### src/rtl/gas_alarm_ctrl.sv
// Gas alarm controller: confirms a persistent CH4 match on Z, then drives buzzer, valve shutoff and event count.
// Optional build macro ALARM_AUTOCLEAR_EN lets a sustained run of low Z samples end an alarm without acknowledge.
module gas_alarm_ctrl #(
    parameter int CONFIRM_CYCLES = 4,
    parameter int BEEP_HALF      = 8,
    parameter int HOLDOFF_CYCLES = 64,
    parameter int CLEAR_CYCLES   = 16,
    parameter int CNT_W          = 8
) (
    input  logic             CLK,
    input  logic             RST,
    input  logic             Z,
    input  logic             ack,
    output logic             alarm,
    output logic             buzzer,
    output logic             valve_close,
    output logic [CNT_W-1:0] alarm_cnt,
    output logic [1:0]       state_o
);

    typedef enum logic [1:0] {
        IDLE    = 2'b00,
        CONFIRM = 2'b01,
        ALARM   = 2'b10,
        HOLDOFF = 2'b11
    } state_t;

    localparam int RUN_W  = (CONFIRM_CYCLES > 1) ? $clog2(CONFIRM_CYCLES) : 1;
    localparam int BEEP_W = (BEEP_HALF > 1) ? $clog2(BEEP_HALF) : 1;
    localparam int HOLD_W = (HOLDOFF_CYCLES > 1) ? $clog2(HOLDOFF_CYCLES) : 1;

    generate
        if (CONFIRM_CYCLES < 1 || BEEP_HALF < 1 || HOLDOFF_CYCLES < 1 || CLEAR_CYCLES < 1) begin : gBadParam
            $error("gas_alarm_ctrl: cycle parameters must be at least 1");
        end
    endgenerate

    state_t              state_q;
    logic [RUN_W-1:0]    run_q;
    logic [BEEP_W-1:0]   beep_q;
    logic [HOLD_W-1:0]   hold_q;
    logic                ack_q;
    logic                alarm_q;
    logic                buzzer_q;
    logic                valve_q;
    logic [CNT_W-1:0]    cnt_q;
    logic [CNT_W-1:0]    cnt_d;
    logic                ackRise;
    logic                enterAlarm;

`ifdef ALARM_AUTOCLEAR_EN
    localparam int CLR_W = (CLEAR_CYCLES > 1) ? $clog2(CLEAR_CYCLES) : 1;
    logic [CLR_W-1:0]    clr_q;
`endif

    // Alarm entry is shared by the single-sample (CONFIRM_CYCLES=1) and normal confirm paths.
    always_comb begin
        ackRise    = ack & ~ack_q;
        cnt_d      = (&cnt_q) ? cnt_q : cnt_q + CNT_W'(1);
        enterAlarm = 1'b0;
        if (Z) begin
            if (state_q == IDLE && CONFIRM_CYCLES == 1) begin
                enterAlarm = 1'b1;
            end
            if (state_q == CONFIRM && run_q == RUN_W'(CONFIRM_CYCLES - 1)) begin
                enterAlarm = 1'b1;
            end
        end
    end

    always_ff @(posedge CLK or negedge RST) begin
        if (!RST) begin
            state_q  <= IDLE;
            run_q    <= '0;
            beep_q   <= '0;
            hold_q   <= '0;
            ack_q    <= 1'b0;
            alarm_q  <= 1'b0;
            buzzer_q <= 1'b0;
            valve_q  <= 1'b0;
            cnt_q    <= '0;
`ifdef ALARM_AUTOCLEAR_EN
            clr_q    <= '0;
`endif
        end else begin
            ack_q <= ack;
            if (enterAlarm) begin
                state_q  <= ALARM;
                run_q    <= '0;
                alarm_q  <= 1'b1;
                valve_q  <= 1'b1;
                buzzer_q <= 1'b1;
                beep_q   <= '0;
                cnt_q    <= cnt_d;
`ifdef ALARM_AUTOCLEAR_EN
                clr_q    <= '0;
`endif
            end else begin
                case (state_q)
                    IDLE: begin
                        if (Z) begin
                            state_q <= CONFIRM;
                            run_q   <= RUN_W'(1);
                        end
                    end
                    CONFIRM: begin
                        if (!Z) begin
                            state_q <= IDLE;
                            run_q   <= '0;
                        end else begin
                            run_q <= run_q + RUN_W'(1);
                        end
                    end
                    ALARM: begin
                        // Acknowledge takes priority over auto-clear when both occur on the same edge.
                        if (ackRise) begin
                            state_q  <= HOLDOFF;
                            hold_q   <= '0;
                            alarm_q  <= 1'b0;
                            buzzer_q <= 1'b0;
`ifdef ALARM_AUTOCLEAR_EN
                        end else if (!Z && clr_q == CLR_W'(CLEAR_CYCLES - 1)) begin
                            state_q  <= IDLE;
                            alarm_q  <= 1'b0;
                            buzzer_q <= 1'b0;
                            valve_q  <= 1'b0;
                            clr_q    <= '0;
`endif
                        end else begin
`ifdef ALARM_AUTOCLEAR_EN
                            clr_q <= Z ? '0 : clr_q + CLR_W'(1);
`endif
                            if (beep_q == BEEP_W'(BEEP_HALF - 1)) begin
                                buzzer_q <= ~buzzer_q;
                                beep_q   <= '0;
                            end else begin
                                beep_q <= beep_q + BEEP_W'(1);
                            end
                        end
                    end
                    HOLDOFF: begin
                        if (hold_q == HOLD_W'(HOLDOFF_CYCLES - 1)) begin
                            state_q <= IDLE;
                            valve_q <= 1'b0;
                        end else begin
                            hold_q <= hold_q + HOLD_W'(1);
                        end
                    end
                    default: state_q <= IDLE;
                endcase
            end
        end
    end

    assign alarm       = alarm_q;
    assign buzzer      = buzzer_q;
    assign valve_close = valve_q;
    assign alarm_cnt   = cnt_q;
    assign state_o     = state_q;

endmodule

### config.mk
export PLATFORM = sky130hd
export DESIGN_NAME = gas_alarm_ctrl
export DESIGN_NICKNAME = d
export VERILOG_FILES = /design/src/rtl/gas_alarm_ctrl.sv
export SDC_FILE = /design/constraint.sdc
export NUM_CORES = 1
export LEC_CHECK = 0
export CORE_MARGIN = 2
export CORE_UTILIZATION = 35
export CTS_CLUSTER_DIAMETER = 200
export DETAILED_ROUTE_END_ITERATION = 8
export PLACE_DENSITY = 0.57
export SETUP_SLACK_MARGIN = 0.05
export SYNTH_ARGS = -nofsm -noshare
export SYNTH_HDL_FRONTEND = slang
export SYNTH_SLANG_ARGS = --single-unit
### constraint.sdc
create_clock -name CLK -period 3.8 [get_ports CLK]
set_input_delay 1.14 -clock CLK [delete_from_list [all_inputs] [get_ports CLK]]
set_output_delay 1.14 -clock CLK [all_outputs]
set_load 0.02 [all_outputs]
==> results of run 1 <==
-- power by group --
part | internal (mW) | switching (mW) | total (mW) | leakage (nW)
combinational | 0.208 | 0.238 | 0.445 | 0.360
clock | 0.0748 | 0.0791 | 0.154 | 0.0228
sequential | 0.355 | 0.0801 | 0.435 | 0.315
-- through the flow --
step | total power [mW] | setup slack [ns] | area, µm² | hold WS (ns) | instances
2_1_floorplan | 0.7489 | 1.813 | 1360 | 0.4671 | 128
3_3_place_gp | 0.8715 | 1.054 | 1553 | 0.4857 | 188
3_5_place_dp | 0.8902 | 1.035 | 1553 | 0.4892 | 188
4_1_cts | 1.050 | 1.221 | 1598 | 0.5116 | 192
5_1_grt | 1.113 | 1.172 | 1598 | 0.5340 | 192
6_report | 1.034 | 1.235 | 1598 | 0.5094 | 192
-- cell usage in the layout, fill, tap and decap left out, types with 3 or more instances in the layout --
cell type | netlist | final
o211ai_1 | 5 | 5
clkdlybuf4s50_1 | 0 | 16
a21oi_1 | 6 | 6
dfrtp_1 | 25 | 25
xnor2_1 | 3 | 3
nand2_1 | 11 | 11
nand3_1 | 6 | 6
ha_1 | 5 | 5
inv_1 | 5 | 5
a22o_1 | 3 | 3
nand4_1 | 4 | 4
buf_4 | 0 | 3
nor2b_1 | 4 | 4
o21ai_0 | 4 | 4
nor2_1 | 5 | 5
clkbuf_8 | 0 | 3
a21o_1 | 3 | 3
-- cells by family after synthesis --
family	share of synthesized area
AND/OR/NAND/NOR	0.2061
AO/OA/AOI/OAI	0.1721
flip-flops	0.4600
buffers and inverters	0.05059
multiplexers	0.04600
adder cells (fa/ha/maj)	0.04600
XOR/XNOR	0.01932
-- how the worst max path moves through the flow --
stage | cells after the start | slack (ns) | end
finish | 1 | 1.23 | alarm_cnt[2]
global route | 1 | 1.17 | alarm_cnt[2]
CTS | 1 | 1.22 | alarm_cnt[2]
detailed placement | 4 | 1.03 | alarm_cnt[1]
global placement | 4 | 1.05 | alarm_cnt[1]
floorplan | 3 | 1.81 | alarm_cnt[7]
-- layer usage --
metal,part of all wire,GRT usage,wire [µm]
met5,0,0,0
met4,0.0067,0.03827,18
met3,0.042,0.02896,112
met2,0.46,0.2075,1223
met1,0.49,0.1876,1321
-- sequential cells by signal (all words and copies together), names as in the netlist --
signal and count:
alarm 1, valve_close 1, buzzer 1, ack_q 1, alarm_cnt 8, hold_q 6
state_o 2, run_q 2, beep_q 3
-- cell type report --
| class | instances | share of cell area |
|---|---|---|
| clock buffer | 4 | 0.02819 |
| tap | 48 | 0.03759 |
| multi-input combinational | 91 | 0.4166 |
| inverter | 5 | 0.01175 |
| sequential | 25 | 0.3915 |
| timing repair buffer | 19 | 0.1143 |
==> flow_metrics.tcl, run 1 <==
set metrics [dict create \
    remaining_drc_errors 0 \
    synth_seq_cells 25 \
    fin_nets 154 \
    worstPathRequired_ns 2.66 \
    cp_cell_sequence "clkdlybuf4s50_1" \
    drv_slew 0 \
    syn_area_per_cell_um2 10.63 \
    multi_input_area_um2 665.6 \
    criticalPathCategory "reg -> out" \
    dieArea_um2 4400 \
    grt_pass1_wl_um 4498 \
    post_cts_buffers 0 \
    areaGrowthSynthToFinish_pct 17.48 \
    status "completed" \
    ys_async_sr_fraction 1.000 \
    first_iter_violations 46 \
    root_buffer "clkbuf_8" \
    setup_viol 0 \
    routed_via_density 5.276 \
    fp.coreArea_um2 3689 \
    fin_skew_ns 0.003677 \
    worst_pin_slew_ns 0.3320 \
    post-dp-hpwl_um 1919 \
    max_stage_delay_ns 0.66 \
    firstDrtPassIters 4 \
    worstHoldEndpoint "run_q[1]" \
    crit-reg2reg-launch "run_q[0]" \
    cp.buffers_inverters 1 \
    reg2reg_to "alarm_cnt[1]" \
    holdPathStages 2 \
    die_w_um 66.34 \
    route.vias.total 1013 \
    start_util 0.3687 \
    slowest_stage "clkdlybuf4s50_1" \
    yosysTopAreaCellShare 0.4600 \
    yosys.area.top_type "dfrtp_1" \
    grt_pass1_vias 950 \
    clock_sinks 25 \
    fmax_mhz 389.8 \
    yosysSeqAreaShare 0.4600 \
    rrSetupSlack_ns 2.15 \
    place.gp.congestion 0.7998 \
    drt-total-wl_um 2675 \
    hp-class "reg -> reg" \
    finalCritPeriodShare 0.6751 \
    rr_worst_depth 4 \
    fin_util 0.4332 \
    avgRoutedWirePerCell_um 13.93 \
    synth_cells 128 \
    antenna_found_initial 0 \
    finalHoldViolations 0 \
    max-vdd-ir-drop_mv 0.3045 \
    ant_nets 0 \
    synth.most_common_cell "dfrtp_1" \
    portBuffers 16 \
    die_h_um 66.34 \
    insertion_delay_ns 0.26 \
    clk_pin_slew_worst_paths_ns 0.08 \
    cts_hold_buf 0 \
    synth_common_cells "dfrtp_1, nand2_1, a21oi_1, nand3_1" \
    min_from "run_q[1]" \
    clockBufferDepth 2 \
    synth_edf_count 0 \
    rsz0062_at_grt "false" \
    cp-startpoint "alarm_cnt[2]" \
    p_leak_nw 0.6980 \
    grt_remaining_overflow 0 \
    grt_start_max_net_pins 26 \
    num_rows 22 \
    n_antenna_cell 0 \
    end_kind "primary output" \
    grtUsageTotal 0.1340 \
    synth_area_leaders "dfrtp_1, ha_1, nand2_1" \
    period_minus_slack_ns 2.565 \
    power_density_nw_per_um2 647.4 \
    yosys_warnings 0 \
    max-slew-margin-rel 0.7786 \
    seqCellArea_um2 625.6 \
    fillCellCount 376 \
    max_cap_violations 0 \
    crit_fanout 6 \
    syn_area_um2 1360 \
    ioPinCount 17 \
    synthFlopType "dfrtp_1" \
    yosysUniqueCellTypes 42 \
    cts_tree "done" \
    syn_nets 137 \
    cts-resized-gates 0 \
    cp-start-kind "flip-flop" \
    fin_tns_setup_ns 0 \
    crit_family "buffers and inverters" \
    critPathArrivalTime_ns 1.43 \
    cts_buffers 3 \
    drive_gt1_frac 0.1042 \
    htree_levels 1 \
]
Power figures use the tool's default switching activity.
==> inputs of run 2 (changes only) <==
--- a/config.mk
+++ b/config.mk
@@ -9,7 +9,7 @@
 export CORE_UTILIZATION = 35
 export CTS_CLUSTER_DIAMETER = 200
 export DETAILED_ROUTE_END_ITERATION = 8
-export PLACE_DENSITY = 0.57
+export PLACE_DENSITY = 0.59
 export SETUP_SLACK_MARGIN = 0.05
 export SYNTH_ARGS = -nofsm -noshare
 export SYNTH_HDL_FRONTEND = slang
==> constraint.sdc (replaced) <==
create_clock -name CLK -period 2.2 [get_ports CLK]
set_input_delay 0.66 -clock CLK [delete_from_list [all_inputs] [get_ports CLK]]
set_output_delay 0.66 -clock CLK [all_outputs]
set_load 0.02 [all_outputs]
==> run 2 against run 1 <==
Compared with the run above:
- non-clock buffer count is 2 higher
- worst hold slack got worse by 0.022 ns
- via count rose by 5.2%
- setup slack worse by 1.1 ns
- core utilization up 0.51 points
- clock skew shrank 0.0013 ns
- die area unchanged
- sequential share of layout area fell by 0.45 points
- sequential cell count is the same
- register-to-register slack got worse by 1.6 ns
- global-route usage increased by 1.2 points
- critical endpoint is now alarm_cnt[3]
- largest cell class unchanged
- largest power group unchanged
==> flow_metrics.tcl, run 2 (same netlist as run 1, synthesis figures left out) <==
set metrics [dict create \
    rrSetupSlack_ns 0.56 \
    postLayoutSetupSlackWorst_ns 0.1190 \
    stdcell_count 194 \
    die_h_um 66.34 \
    fp.coreArea_um2 3689 \
    ant_nets 0 \
    drive_gt1_frac 0.1233 \
    drv_slew 0 \
    crit-reg2reg-launch "run_q[0]" \
    hp-class "reg -> reg" \
    place.gp.congestion 0.7746 \
    avgRoutedWirePerCell_um 14.34 \
    fin_skew_ns 0.002335 \
    power.total_mw 1.804 \
    cts_hold_buf 0 \
    cts-resized-gates 0 \
    reg2reg_to "alarm_cnt[1]" \
    placed_cells 190 \
    worstPathRequired_ns 1.54 \
    clk_pin_slew_worst_paths_ns 0.09 \
    cts_tree "done" \
    crit_family "buffers and inverters" \
    n_antenna_cell 0 \
    drt-total-wl_um 2781 \
    finalCritPeriodShare 0.9459 \
    max_stage_delay_ns 0.66 \
    fin_util 0.4383 \
    areaGrowthSynthToFinish_pct 18.86 \
    grt_pass1_wl_um 4905 \
    cp.buffers_inverters 1 \
    max_cap_violations 0 \
    p_leak_nw 0.7289 \
    cts_buffers 3 \
    slowest_stage "clkdlybuf4s50_1" \
    crit_fanout 5 \
    place_ws_ns -0.05841 \
    die_w_um 66.34 \
    root_buffer "clkbuf_8" \
    remaining_drc_errors 0 \
    setup_viol 0 \
    post_cts_buffers 0 \
    rr_worst_depth 4 \
    largest_register_ffs 8 \
    cp-startpoint "alarm_cnt[3]" \
    rsz0062_at_grt "false" \
    ioPinCount 17 \
    grt_remaining_overflow 0 \
    first_iter_violations 41 \
    clockBufferDepth 2 \
    max-slew-margin-rel 0.7806 \
    status "completed" \
    fin_nets 156 \
    power_density_nw_per_um2 1116 \
    htree_levels 1 \
    grt_pass1_vias 1027 \
    design_area_um2 1617 \
    dpl-instance-area_um2 1568 \
    worstHoldEndpoint "valve_close" \
    end_kind "primary output" \
    cp_cell_sequence "clkdlybuf4s50_1" \
    post-dp-hpwl_um 2002 \
    num_rows 22 \
    start_util 0.3687 \
    cp-start-kind "flip-flop" \
    antenna_found_initial 0 \
    worst_pin_slew_ns 0.3292 \
    critPathArrivalTime_ns 1.42 \
    routed_via_density 5.495 \
    criticalPathCategory "reg -> out" \
    route.vias.total 1066 \
    portBuffers 16 \
    insertion_delay_ns 0.27 \
    clock_sinks 25 \
    min_from "valve_close" \
    grtUsageTotal 0.1460 \
    firstDrtPassIters 4 \
    mostFrequentLayoutCells "dfrtp_1, clkdlybuf4s50_1, nand2_1" \
    holdPathStages 1 \
    max-vdd-ir-drop_mv 0.4219 \
    layout.cells.most_common "dfrtp_1" \
    dieArea_um2 4400 \
    finalHoldViolations 0 \
    fmax_mhz 480.5 \
    grt_start_max_net_pins 26 \
    period_minus_slack_ns 2.081 \
]
[run 2: area by class of cell]
| type | count | area (µm²) |
|---|---|---|
| Clock inverter | 1 | 5.005 |
| Fill cell | 377 | 2072 |
| Timing Repair Buffer | 21 | 200.2 |
| Sequential cell | 25 | 625.6 |
| Tap cell | 48 | 60.06 |
| Inverter | 5 | 18.77 |
| Multi-Input combinational cell | 91 | 665.6 |
| Clock buffer | 3 | 41.29 |
[run 2: worst max path at each step]
stage	slack, ns	cells after the start	end
6_report	0.12	1	alarm_cnt[3]
5_1_grt	0.07	1	alarm_cnt[3]
4_1_cts	0.11	1	alarm_cnt[3]
3_5_place_dp	-0.06	4	alarm_cnt[1]
3_3_place_gp	-0.04	4	alarm_cnt[4]
2_1_floorplan	0.67	4	alarm_cnt[1]
[run 2: power by group]
part	switching (mW)	internal [mW]
registers	0.135	0.613
clock network	0.152	0.127
logic	0.417	0.360
total	0.704	1.10
[run 2: metal layers]
| layer | GRT usage | vias to the layer above | share of wire |
|---|---|---|---|
| li1 | - | 510 | - |
| met1 | 0.1998 | 527 | 0.47 |
| met2 | 0.2275 | 27 | 0.47 |
| met3 | 0.02726 | 2 | 0.047 |
| met4 | 0.05612 | 0 | 0.0079 |
| met5 | 0 | - | 0 |
[run 2: stage by stage]
step / setup TNS [ns] / hold slack, ns
2_1_floorplan: 0 / 0.3644
3_3_place_gp: -0.07928 / 0.4629
3_5_place_dp: -0.1405 / 0.4737
4_1_cts: 0 / 0.4951
5_1_grt: 0 / 0.5154
6_report: 0 / 0.4875
